### config.mk
export PLATFORM = sky130hd
export DESIGN_NAME = data_buffer
export DESIGN_NICKNAME = d
export VERILOG_FILES = /design/src/rtl/usb_pkg.sv /design/src/rtl/buffer_ptr.sv /design/src/rtl/data_buffer.sv
export SDC_FILE = /design/constraint.sdc
export NUM_CORES = 1
export LEC_CHECK = 0
export ABC_AREA = 0
export ABC_CLOCK_PERIOD_IN_PS = 12100
export CAP_MARGIN = 20
export CORE_UTILIZATION = 25
export CTS_CLUSTER_SIZE = 30
export DETAILED_ROUTE_END_ITERATION = 10
export SYNTH_ARGS = -nofsm -noshare
export SYNTH_HDL_FRONTEND = slang
export SYNTH_SLANG_ARGS = --single-unit
### constraint.sdc
create_clock -name clk -period 12.1 [get_ports clk]
set_clock_uncertainty 0.15 [all_clocks]
set_input_delay 1.21 -clock clk [delete_from_list [all_inputs] [get_ports clk]]
set_output_delay 1.21 -clock clk [all_outputs]
set_load 0.01 [all_outputs]
### src/rtl/usb_pkg.sv
// Shared sizing constants for the USB endpoint data path.
package usb_pkg;
    localparam int DEPTH  = 64;
    localparam int ADDR_W = 6;
    localparam int OCC_W  = ADDR_W + 1;
    localparam int BYTE_W = 8;
endpackage

### src/rtl/buffer_ptr.sv
// Wrapping FIFO pointer: index bits plus one wrap bit, synchronous clear, increment enable.
module buffer_ptr
    import usb_pkg::*;
(
    input  logic             clk,
    input  logic             n_rst,
    input  logic             clear,
    input  logic             inc,
    output logic [OCC_W-1:0] ptr
);

    always_ff @(posedge clk or negedge n_rst) begin
        if (!n_rst) begin
            ptr <= '0;
        end else if (clear) begin
            ptr <= '0;
        end else if (inc) begin
            ptr <= ptr + OCC_W'(1);
        end
    end

endmodule

### src/rtl/data_buffer.sv
// 64-byte shared first-word-fall-through endpoint buffer between the AHB slave and the USB RX/TX cores.
// Strobes are single-cycle requests with no ready: a write is taken if not full, a pop if not empty, otherwise the matching error pulse fires.
module data_buffer
    import usb_pkg::*;
(
    input  logic              clk,
    input  logic              n_rst,
    input  logic              clear,
    input  logic              store_tx_data,
    input  logic [BYTE_W-1:0] tx_data,
    input  logic              store_rx_packet_data,
    input  logic [BYTE_W-1:0] rx_packet_data,
    input  logic              get_rx_data,
    output logic [BYTE_W-1:0] rx_data,
    input  logic              get_tx_packet_data,
    output logic [BYTE_W-1:0] tx_packet_data,
    output logic [OCC_W-1:0]  buffer_occupancy,
    output logic              overflow,
    output logic              underflow
);

    logic [BYTE_W-1:0] mem [DEPTH];
    logic [OCC_W-1:0]  wr_ptr;
    logic [OCC_W-1:0]  rd_ptr;
    logic              full;
    logic              empty;
    logic              wr_req;
    logic              rd_req;
    logic              wr_en;
    logic              rd_en;
    logic [BYTE_W-1:0] wr_byte;
    logic [BYTE_W-1:0] head;
    logic              overflow_next;
    logic              underflow_next;

    buffer_ptr u_wr_ptr (
        .clk   (clk),
        .n_rst (n_rst),
        .clear (clear),
        .inc   (wr_en),
        .ptr   (wr_ptr)
    );

    buffer_ptr u_rd_ptr (
        .clk   (clk),
        .n_rst (n_rst),
        .clear (clear),
        .inc   (rd_en),
        .ptr   (rd_ptr)
    );

    // Wrap bit makes the modulo-128 difference span the full 0..64 range.
    assign buffer_occupancy = wr_ptr - rd_ptr;
    assign full  = (buffer_occupancy == OCC_W'(DEPTH));
    assign empty = (buffer_occupancy == '0);

    always_comb begin
        wr_req  = store_tx_data | store_rx_packet_data;
        rd_req  = get_rx_data | get_tx_packet_data;
        wr_byte = store_tx_data ? tx_data : rx_packet_data;
        wr_en   = wr_req & ~full & ~clear;
        rd_en   = rd_req & ~empty & ~clear;
        // Colliding write strobes lose the RX byte, reported like a full-buffer drop.
        overflow_next  = ~clear & ((wr_req & full) | (store_tx_data & store_rx_packet_data));
        underflow_next = ~clear & rd_req & empty;
    end

    always_ff @(posedge clk) begin
        if (wr_en) begin
            mem[wr_ptr[ADDR_W-1:0]] <= wr_byte;
        end
    end

    always_ff @(posedge clk or negedge n_rst) begin
        if (!n_rst) begin
            overflow  <= 1'b0;
            underflow <= 1'b0;
        end else begin
            overflow  <= overflow_next;
            underflow <= underflow_next;
        end
    end

    assign head           = empty ? '0 : mem[rd_ptr[ADDR_W-1:0]];
    assign rx_data        = head;
    assign tx_packet_data = head;

endmodule

==> impl_metrics.env <==
export IMPL_setup_worst_path_class="flop to output port"
export IMPL_grt_first_pass_wirelength_um=73400
export IMPL_final_util=0.293
export IMPL_post_synth_cell_area_avg_um2=20.5
export IMPL_synth_top_cell_area_share=0.732
export IMPL_hold_path_class="flop to flop"
export IMPL_outcome="completed"
export IMPL_cts_sinks=528
export IMPL_drive_gt1_frac=0.222
export IMPL_grt_pass1_vias=10600
export IMPL_combPwrFrac=0.239
export IMPL_critPathMaxFanout=18
export IMPL_ioPinCount=48
export IMPL_cts_made_buffers=52
export IMPL_num_antenna_cells=0
export IMPL_synthFlopType="edfxtp_1"
export IMPL_firstDrtPassIters=5
export IMPL_htreeDepth=2
export IMPL_dp_final_hpwl_um=30400
export IMPL_period_needed_ns=6.86
export IMPL_cts_setup_buffers=0
export IMPL_worstMarginPinSlew_ns=1.23
export IMPL_async_flop_share=0.0303
export IMPL_synth_area_leaders="edfxtp_1 (73%), mux4_2 (15%), dfrtp_1 (1.9%), nor2_1 (1.5%), a22oi_1 (1.2%)"
export IMPL_ys_warnings_count=0
export IMPL_hold_viol=0
export IMPL_powerDensity_mw_per_mm2=197
export IMPL_netlist_area_mm2=0.0210
export IMPL_portBuffers=47
export IMPL_ys_seq_area_frac=0.751
export IMPL_tns_ns=0
export IMPL_synth_edf_count=512
export IMPL_synth_nets=1055
export IMPL_die_h_um=292
export IMPL_drtIter0Drc=1092
export IMPL_final_area_mm2=0.0242
export IMPL_initial_core_util=0.254
export IMPL_cts_buffer_depth=3
export IMPL_p_int_mw=3.47
export IMPL_nets=1112
export IMPL_track_usage=0.116
export IMPL_p_sw_frac=0.273
export IMPL_finalCritPeriodShare=0.567
export IMPL_ys_top_cells_by_count="edfxtp_1 (512), mux4_2 (142), nor2_1 (83), a21oi_1 (34), a22oi_1 (33)"
export IMPL_gp_congestion=0.802
export IMPL_p_leak_nw=7.25
export IMPL_netlist_instances=1023
export IMPL_place_area_mm2=0.0226
export IMPL_drc=0
export IMPL_drv_cap=0
export IMPL_clkLatencyLatePin_ns=0.59
export IMPL_wl_um=49400
export IMPL_cts_tree="yes"
export IMPL_synth_cell_types=49
export IMPL_crit_required_ns=10.74
export IMPL_cts_root_buf="clkbuf_16"
export IMPL_die_area_mm2=0.0852
export IMPL_ctsResizeCount=0
export IMPL_antenna_found_initial=1
export IMPL_rsz0062_at_grt="false"
export IMPL_overflow=0
export IMPL_post_drt_wl_per_cell_um=22.5
export IMPL_ys_seq_elements=528
export IMPL_p_seq_frac=0.441
export IMPL_hold_worst_slack_ns=0.450
export IMPL_via_per_inst=4.75
export IMPL_end_kind="output port"
export IMPL_grt_max_degree=65
export IMPL_slew_violations=0
export IMPL_fp_coreArea_mm2=0.0826
export IMPL_start_kind="flop"
export IMPL_synth_most_common_cell="edfxtp_1"
export IMPL_synth_largest_area_cell="edfxtp_1"
export IMPL_vias=10400
export IMPL_finalSetupViolations=0
export IMPL_timing_fmax_mhz=146
export IMPL_area_growth_pct=15.5
export IMPL_cts_clk_slew_worst_paths_ns=0.06
export IMPL_cts_hold_fix_buffers=0
export IMPL_power_switching_mw=1.31
export IMPL_maxSlewHeadroom=0.172
export IMPL_postRouteAntennaNets=0
export IMPL_cp_arrival_ns=5.50
export IMPL_die_w_um=292
export IMPL_rows=105
export IMPL_ir_worst_vdd_mv=0.146
export IMPL_pwr_share_clk=0.320
[metal layers]
metal	GRT usage	up-vias	wire length, µm
li1	-	4350	-
met1	0.170	5559	22300
met2	0.171	424	22000
met3	0.0313	78	4250
met4	0.0266	2	850
met5	0	-	12
[power by group through the flow]
stage          clock network (mW)  registers [mW]  logic [mW]
2_1_floorplan                   0            2.08       0.825
3_3_place_gp                    0            2.14        1.15
3_5_place_dp                    0            2.15        1.16
4_1_cts                      1.56            2.11        1.16
5_1_grt                      1.63            2.11        1.22
6_report                     1.53            2.11        1.14
[stage by stage]
stage	std cells	power (mW)	worst slack [ns]
2_1_floorplan	1023	2.91	7.55
3_3_place_gp	2092	3.30	6.21
3_5_place_dp	2092	3.30	6.17
4_1_cts	2187	4.83	5.51
5_1_grt	2191	4.96	5.14
6_report	2191	4.78	5.24
[final timing paths]
| kind | cells past startpoint | to | start | slack [ns] |
|---|---|---|---|---|
| min in group asynchronous | 1 | underflow | n_rst | 0.95 |
| max in group asynchronous | 1 | u_rd_ptr.ptr[0] | n_rst | 10.25 |
| worst max register to register | 9 | mem[2][3] | u_rd_ptr.ptr[4] | 6.59 |
| worst max-delay path | 9 | rx_data[2] | u_rd_ptr.ptr[4] | 5.24 |
| worst min register to register | 2 | u_rd_ptr.ptr[6] | u_rd_ptr.ptr[6] | 0.45 |
| worst min-delay path | 2 | u_rd_ptr.ptr[6] | u_rd_ptr.ptr[6] | 0.45 |
[cell usage in the layout, fill, tap and decap left out, drive strengths merged, types with 8 or more instances in the layout]
cell,instances
nor2,84
mux2,9
nand3,21
clkdlybuf4s50,47
ha,8
o21ai,11
buf,17
a21oi,34
a22oi,33
clkbuf,73
dfrtp,16
nand2,15
edfxtp,512
inv,11
clkinv,20
nor3,10
mux4,142
[flip-flops by register name (all words and copies together) (netlist names)]
signal and count:
underflow 1, u_wr_ptr.ptr 7, mem 512, overflow 1, u_rd_ptr.ptr 7
[worst max-delay path, stage by stage (launching register included)]
cell             delay (ns)
dfrtp_1                0.52
clkinv_1               0.74
ha_1                   0.68
inv_1                  0.11
a2111o_1               0.38
o311ai_2               0.13
nor4b_4                0.14
and2_1                 0.41
nor3_1                 1.07
clkdlybuf4s50_1        0.72
[final cells by class]
type,instances,area [µm²]
well taps,1070,1340
multi-input cells,421,4880
repair buffers,64,609
inverters,13,48.8
fillers,7945,58400
clock inverters,22,155
flip-flops and latches,528,15800
clock buffers,73,1430
[logic make-up after synthesis]
logic type	count (synthesis)	share of synthesized area
AO/OA/AOI/OAI	92	0.0293
AND/OR/NAND/NOR	157	0.0348
flip-flops	528	0.751
XOR/XNOR	8	0.00334
buffers and inverters	74	0.0165
multiplexers	155	0.159
adder cells (fa/ha/maj)	9	0.00572
No activity file was read; power rests on OpenSTA's default activity.
